===== config.mk =====
export PLATFORM = sky130hd
export DESIGN_NAME = fetch_sequencer
export DESIGN_NICKNAME = d
export VERILOG_FILES = /design/src/rtl/fetch_sequencer.sv
export SDC_FILE = /design/constraint.sdc
export NUM_CORES = 1
export LEC_CHECK = 0
export BUFFER_PORTS_ARGS = -buffer_cell sky130_fd_sc_hd__buf_2
export CAP_MARGIN = 15
export CORE_ASPECT_RATIO = 0.7
export CORE_UTILIZATION = 48
export DETAILED_ROUTE_END_ITERATION = 12
export PLACE_DENSITY = 0.91
export SYNTH_ARGS = -nofsm -noshare
export SYNTH_HDL_FRONTEND = slang
export SYNTH_SLANG_ARGS = --single-unit

===== constraint.sdc =====
create_clock -name clk -period 1.96 [get_ports clk]
set_input_delay 0.196 -clock clk [delete_from_list [all_inputs] [get_ports clk]]
set_output_delay 0.196 -clock clk [all_outputs]
set_load 0.01 [all_outputs]

===== src/rtl/fetch_sequencer.sv =====
// Instruction fetch sequencer: drives PC / address-register / memory strobes,
// captures the instruction word and times the execute phase in T-states.
module fetch_sequencer #(
   parameter int  WIDTH = 16,
   parameter int  MAX_T = 8,
   localparam int TW    = $clog2(MAX_T)
) (
   input  logic             clk,
   input  logic             reset_bar,
   input  logic [WIDTH-1:0] bus,
   input  logic             mem_ready,
   input  logic             exec_done,
   input  logic             jump,
   input  logic             halt,
   output logic             pc_en,
   output logic             pc_inc,
   output logic             pc_load,
   output logic             ar_load,
   output logic             mem_en,
   output logic [WIDTH-1:0] ir,
   output logic             exec,
   output logic [TW-1:0]    tstate,
   output logic             halted
);

   typedef enum logic [1:0] {
      FETCH_ADDR = 2'd0,
      FETCH_DATA = 2'd1,
      EXEC       = 2'd2,
      HALT       = 2'd3
   } state_t;

   localparam logic [TW-1:0] T_ADDR = TW'(0);
   localparam logic [TW-1:0] T_DATA = TW'(1);
   localparam logic [TW-1:0] T_EXEC = TW'(2);
   localparam logic [TW-1:0] T_LAST = TW'(MAX_T - 1);

   state_t           state_q, state_d;
   logic [TW-1:0]    tstate_q, tstate_d;
   logic [WIDTH-1:0] ir_q, ir_d;
   logic             halted_q, halted_d;

   // Strobes are gated by reset_bar so nothing reaches the datapath while reset is held.
   always_comb begin
      pc_en   = 1'b0;
      pc_inc  = 1'b0;
      pc_load = 1'b0;
      ar_load = 1'b0;
      mem_en  = 1'b0;
      exec    = 1'b0;
      if (reset_bar) begin
         case (state_q)
            FETCH_ADDR: begin
               pc_en   = 1'b1;
               ar_load = 1'b1;
            end
            FETCH_DATA: begin
               mem_en = 1'b1;
               pc_inc = mem_ready;
            end
            EXEC: begin
               exec    = 1'b1;
               pc_load = jump;
            end
            default: ;
         endcase
      end
   end

   always_comb begin
      state_d  = state_q;
      tstate_d = tstate_q;
      ir_d     = ir_q;
      halted_d = halted_q;
      case (state_q)
         FETCH_ADDR: begin
            if (halt) begin
               state_d  = HALT;
               tstate_d = T_ADDR;
               halted_d = 1'b1;
            end else begin
               state_d  = FETCH_DATA;
               tstate_d = T_DATA;
            end
         end
         FETCH_DATA: begin
            if (mem_ready) begin
               state_d  = EXEC;
               tstate_d = T_EXEC;
               ir_d     = bus;
            end
         end
         EXEC: begin
            // The last T-state ends the instruction even without exec_done.
            if (exec_done || (tstate_q == T_LAST)) begin
               state_d  = FETCH_ADDR;
               tstate_d = T_ADDR;
            end else begin
               tstate_d = tstate_q + TW'(1);
            end
         end
         HALT: begin
            tstate_d = T_ADDR;
            if (!halt) begin
               state_d  = FETCH_ADDR;
               halted_d = 1'b0;
            end
         end
         default: begin
            state_d  = FETCH_ADDR;
            tstate_d = T_ADDR;
            halted_d = 1'b0;
         end
      endcase
   end

   always_ff @(posedge clk or negedge reset_bar) begin
      if (!reset_bar) begin
         state_q  <= FETCH_ADDR;
         tstate_q <= T_ADDR;
         ir_q     <= '0;
         halted_q <= 1'b0;
      end else begin
         state_q  <= state_d;
         tstate_q <= tstate_d;
         ir_q     <= ir_d;
         halted_q <= halted_d;
      end
   end

   assign ir     = ir_q;
   assign tstate = tstate_q;
   assign halted = halted_q;

endmodule


==> summary.md, run 1 <==
The flow ran to the end, but the final reports show violations. The final reports fail on DRC. The power density relative to cell area came out at 1590 mW/mm2.

TritonCTS built the clock tree. In this run, the clock network consumes 16.5% of the power. The detailed-route vias per instance came out at 5.12. The number of antenna violations at the first check in global routing was 0; the total wire length after detailed routing was 1900 um. Of all nets on the critical path, the largest fanout is 10.

After floorplanning, the core was divided into 13 placement rows. Across the VDD grid, the largest voltage drop is 1000 uV. For this run, the share of the core covered by cells in the final layout is 67.9%.

Counting every net in the synthesized netlist gives 91. For this block, the initial DRC count from the detailed router was 18. The multi-input logic area is 412 um2, and the net switching component of the power is 0.683 mW. The logs give 1610 ps for the data arrival time of the critical path and 0 for the antenna diode count. In the layout the commonest cells are sky130_fd_sc_hd__buf_2, sky130_fd_sc_hd__dfrtp_1, sky130_fd_sc_hd__mux2_4. Via count of the first global-routing pass: 650. The critical path buffer and inverter count was 1. Traced cell by cell, the critical path runs through nor2b_1, and3_1, buf_2.

The worst slack on hold paths is 112 ps. The number of pins with negative max-slew slack in the final report was 0; the residual DRC count was 6. In the final routed layout, each cell accounts on average for 13.8 um.

The count of H-tree levels built during CTS was 1. The chip height is 40.3 um, and the area enclosed by the die boundary is 0.00229 mm2. The run gives 151 as the count of fill cells added during filler insertion.

The internal portion of total power is 1.39 mW, and the starting utilization of the core area is 52.5%. The number of top-level design ports is 48. First-pass GRT wire length: 3040 um. Setup slack on the worst reg-to-reg path comes out at 410 ps.

The core region is 0.00192 mm2. The overall fraction of global-route tracks in use was 19.2%; the post-synthesis cell area was 0.00101 mm2. STA classifies the critical path endpoint as a primary output.

The count of synthesis-stage warnings from yosys came out at 0. Startpoint type of the worst setup path: a flip-flop. For the largest net degree at the start of global routing, the log shows 18.

The remaining max-slew budget at the tightest pin is 73.3%. The slowest cell on the critical path is sky130_fd_sc_hd__dfrtp_1. For the pin with the worst max-slew slack, the measured transition is 400 ps. The logic gate share of total power is 42.7%, and the leakage power figure is 0.711 nW. Sequential cells burn 40.9% of the power. The synthesized area divided by synthesized cell count is 15.0 um2, and the worst path required time is 1760 ps.

The die is 56.8 um wide. Subtracting the final worst setup slack from the clock period gives 1810 ps. The final weighted congestion in routability-driven placement was 0.818; the share of the synthesized area in the top cell type was 54.7%. The final clock skew is 4.24 ps, and the final setup TNS is 0 ps. Sequential cells were found to cover 54.7% of the synthesized design area.

Synthesis instantiated 23 different standard cells from the library. Of all cell types, the one taking the most synthesized area is sky130_fd_sc_hd__dfrtp_1. After synthesis the netlist holds a flip-flop and latch count of 22.

The worst-skew pair later-pin latency came out at 300 ps. The logs give 67 for the gate count of the mapped netlist and 3 for the number of buffers added by the clock tree synthesis step. The pre-CTS worst setup slack was 439 ps; the setup violation total in the final timing report was 0. For this block, the via count after detailed routing is 706.

Setup repair after global routing left no endpoint under its margin. The delay of the slowest cell on the worst path is 600 ps. Setup slack closes at 150 ps.

The count of buffers added on input and output ports is 47. The post-route netlist has 61.2% of its cells at a drive strength greater than 1. The sequential cell area in the final layout came out at 551 um2.

The clock root buffer master is sky130_fd_sc_hd__clkbuf_4. Based on the critical path, the design can be clocked at up to 552 MHz. The worst setup path is of the reg -> out kind.

The family of cells with the greatest summed delay on the critical path is flip-flops. For this run, the post-layout net count is 141. The fraction of power spent switching nets is 32.9%, and the count of TritonRoute iterations in the first routing pass is 8. Once detail routing completed, the nets flagged for antenna violations numbered 0.

The clock sink count was 22. Leaving out fill and tap cells, the most frequent cell in the layout is sky130_fd_sc_hd__buf_2. Global routing finished with a remaining overflow of 0. The final hold violation count is 0. The clock tree buffer depth is 2.

The class of the tightest hold or removal check was in -> reg. The clock slew seen by the registers of the worst setup and hold paths came out at 120 ps. In the finished design, the share of the clock period the worst path needs comes to 92.4%. Yosys attributes the largest share of cell area to sky130_fd_sc_hd__dfrtp_1, sky130_fd_sc_hd__mux2_4, sky130_fd_sc_hd__mux2_2. The area growth from synthesis to layout is 29.3%.

The tools report the number of max-capacitance violations reported as 0.
-- routing by layer --
layer	up-vias	track usage (%)	part of all wire [%]
li1	334	-	-
met1	338	23.5	45
met2	32	32.7	46
met3	2	7.42	8.2
met4	0	5.49	0.74
met5	-	0	0
-- flip-flops by register name, summed over array words and instances (netlist names) --
signal	count
ir	16
state_q	2
tstate	3
halted	1
-- worst paths after layout --
| check | start | to | depth (start not counted) |
|---|---|---|---|
| max | state_q[0] | pc_inc | 3 |
| max reg2reg | tstate[0] | tstate[0] | 4 |
| min reg2reg | ir[8] | ir[8] | 1 |
| min in group asynchronous | reset_bar | state_q[1] | 2 |
| max in group asynchronous | reset_bar | ir[8] | 3 |
| min | bus[15] | ir[15] | 2 |
-- cell families after synthesis --
kind of cell	after synthesis	share of synthesized area [%]
and+or+nand+nor	13	10.1
AOI/OAI and AO/OA	7	6.21
muxes	16	21.2
buffers and inverters	6	4.47
xor gates and xnor gates	1	0.870
DFF	22	54.7
adders and majority gates	2	2.48
-- per-stage QoR --
step                      cell area, um2  std cells  total power [mW]
after floorplan                     1010         67              1.46
after global placement              1240        133              1.70
after detailed placement            1240        133              1.74
after CTS                           1300        138              2.09
after global routing                1300        138              2.23
final                               1300        138              2.07
-- power groups by stage --
stage                     sequential (mW)  clock [mW]  combinational, mW
after global routing                0.882       0.377              0.973
after floorplan                     0.885           0              0.580
after global placement              0.831           0              0.871
after CTS                           0.848       0.349              0.893
final                               0.849       0.341              0.885
after detailed placement            0.849           0              0.894
-- Yosys cell counts (all sizes together) --
library cell,n
or2,1
o21bai,1
and3,1
a22o,2
nor3b,1
nor3,1
xnor2,1
and2,2
a221o,2
nand3b,1
a32o,1
nor2b,2
dfrtp,22
and3b,1
ha,2
inv,2
nand2,2
nor4b,1
buf,4
a21boi,1
mux2,16
-- final cells by class --
cell class / instances / area share (%)
clock inverters: 1 / 2.31
repair buffers: 49 / 19.4
multi-input cells: 39 / 31.6
well taps: 22 / 2.11
flip-flops and latches: 22 / 42.3
clock buffers: 3 / 1.73
inverters: 2 / 0.576
-- repair_timing --
| action | in CTS | in global routing |
|---|---|---|
| endpoints found under the hold margin | 10 | 0 |
| resized for setup | 0 | 0 |
| hold buffers | 1 | 0 |
| buffers inserted | 0 | 0 |
Power figures use the tool's default switching activity.
==> run 2: changes to the inputs <==
CELL_PAD_IN_SITES_DETAIL_PLACEMENT = 1   (was unset)
CELL_PAD_IN_SITES_GLOBAL_PLACEMENT = 1   (was unset)
CORE_UTILIZATION = 37   (was 48)
==> summary.md, run 2 (synthesis results as in run 1) <==
The tools report the total number of placement rows as 15. IR analysis of the VDD net gives a maximum drop of 835 uV. TritonCTS built the clock tree.

The residual DRC count was 0; the number of top-level design ports was 48. Data on the critical path is required at its endpoint by 1760 ps. Across the routed clock network, the largest skew measured is 3.23 ps. The worst setup path is captured at a primary output. The delay of the slowest cell on the worst path came out at 590 ps. At the pin with the least slew margin, the transition time is 431 ps. For the area of the placeable core, the log shows 0.00251 mm2.

The floorplan step defined a die boundary enclosing 0.00294 mm2. Setup repair after global routing left no endpoint under its margin. The run gives 0 as the total setup buffers inserted after CTS.

The floorplan step set the die height to 45.7 um. The worst setup path is of the reg -> out kind. Entering global routing, the biggest net connects 18 pins. Leaving out fill and tap cells, the most frequent cells in the layout are sky130_fd_sc_hd__buf_2, sky130_fd_sc_hd__dfrtp_1, sky130_fd_sc_hd__mux2_4. Average wire length per cell after detail routing: 15.7 um. The flip-flop count of the largest register, all copies and words added was 16.

Counting the fill cells in the layout gives 287. The clock sink count came out at 22. Count of TritonRoute iterations in the first routing pass: 2. On the critical path the largest part of the delay comes from simple AND/OR/NAND/NOR gates.

The clock reaches the later pin of the worst-skew pair after 260 ps. The flow ran to the end, and the final reports show no timing, DRC or antenna violations. After detailed routing, the total wire length is 2340 um.

Number of buffers added by the clock tree synthesis step: 3. The tools report the number of antenna violations at the first check in global routing as 0. The number of antenna diodes in the final layout is 0.

Among all stages on the critical path, the largest delay is contributed by sky130_fd_sc_hd__dfrtp_1. In the global route stage, overall resource usage came out at 17.2%. The floorplan die width came out at 64.4 um. During placement, the flow inserted port buffers numbering 47.

The analysis attributes to cell leakage a power of 0.705 nW. The final net count came out at 141. The remaining max-slew budget at the tightest pin is 71.2%, and the total power is 2.04 mW.

Synthesis-to-layout area growth: 29.7%. After clock tree synthesis, the clock-pin slew on the worst setup and hold paths is 70 ps. The tools report the number of pins with negative max-slew slack in the final report as 0. Setup violations remaining at the end of the flow were counted as 0.

The class of the tightest hold or removal check was in -> reg. The overflow left after global routing was 0. In this run the power density over the cells is 1560 mW/mm2. Including well taps, the total number of placed cells is 145. The logs give 731 for the via total after detailed routing and 0 for the number of max-capacitance violations reported.

The data arrival time of the critical path was 1610 ps; the portion of the clock cycle consumed by the worst path in the final layout was 92.3%. The count of H-tree levels built during CTS is 1. The number of gates resized after CTS was 0. The wire-length estimate of the detail-placed layout is 1840 um. The routed design uses 1210 um of met2 wire. The highest layer touched by signal routing is met4. The via count of the first global-routing pass was 744; the final non-filler cell total was 149. The clock root buffer master was sky130_fd_sc_hd__clkbuf_8. The hold-fix buffer count after cts was 1.

The logs give 8 for the DRC violation total after the first TritonRoute iteration and 137 um for the met3 layer wire length in the routed design. The initial utilization of the core area, before any placement, comes to 40.0%. Traced cell by cell, the critical path runs through nor2b_1, and3_1, buf_2.

In this run the remaining antenna-violating nets after routing total 0. The first-pass GRT wire length was 3590 um; the routed length on met1 was 945 um. The longest clock path from root to sink contains 2 buffers. Top fanout value on the critical path: 10. In the routed layout, each cell is associated on average with a via count of 4.91. At the end of routability-driven placement, the weighted congestion stood at 0.922. The final hold violation count came out at 0. The post-route netlist has 60.9% of its cells at a drive strength greater than 1. Setup total negative slack on the finished layout was measured at 0 ps. At the end of the flow the core is filled with cells to 51.9%. The smallest clock period supported by the final layout is computed as 1810 ps. The worst setup path is launched from a flip-flop. Critical path buffer and inverter count: 1. For this run, the top clock speed supported by timing is 553 MHz.

The most common cell after layout, fill and taps aside is sky130_fd_sc_hd__buf_2.
==> run 2: layout make-up <==
| cell class | count | area (um2) | share of cell area [%] |
|---|---|---|---|
| Sequential cell | 22 | 551 | 42.1 |
| Multi-Input combinational cell | 39 | 412 | 31.5 |
| Clock buffer | 3 | 41.3 | 3.16 |
| Inverter | 2 | 7.51 | 0.575 |
| Timing Repair Buffer | 49 | 253 | 19.3 |
| Tap cell | 34 | 42.5 | 3.26 |
==> run 2: path summary, 6_finish.rpt <==
path | from | to | slack [ps] | cells past startpoint
max | state_q[0] | pc_inc | 150 | 3
max in group asynchronous | reset_bar | ir[8] | 1190 | 3
min reg2reg | ir[0] | ir[0] | 510 | 1
min | bus[0] | ir[0] | 170 | 2
min in group asynchronous | reset_bar | tstate[2] | 310 | 2
max reg2reg | tstate[0] | tstate[0] | 390 | 4
==> run 2: stage by stage <==
stage	area, um2	setup WS [ps]	hold slack [ps]
floorplan	1010	551	-99.6
global placement	1250	539	53.7
detailed placement	1250	425	52.6
CTS	1310	167	165
global route	1310	48.5	162
finish	1310	151	166
==> run 2: metal layers <==
layer,up-vias,global-route usage [%]
met3,4,5.75
met4,0,5.78
li1,333,-
met1,368,20.5
met2,26,29.9
met5,-,0
==> run 2: power breakdown <==
group	switching, mW	internal, mW	total [mW]
logic	0.401	0.516	0.916
clock network	0.132	0.137	0.269
registers	0.184	0.674	0.858
total	0.718	1.33	2.04
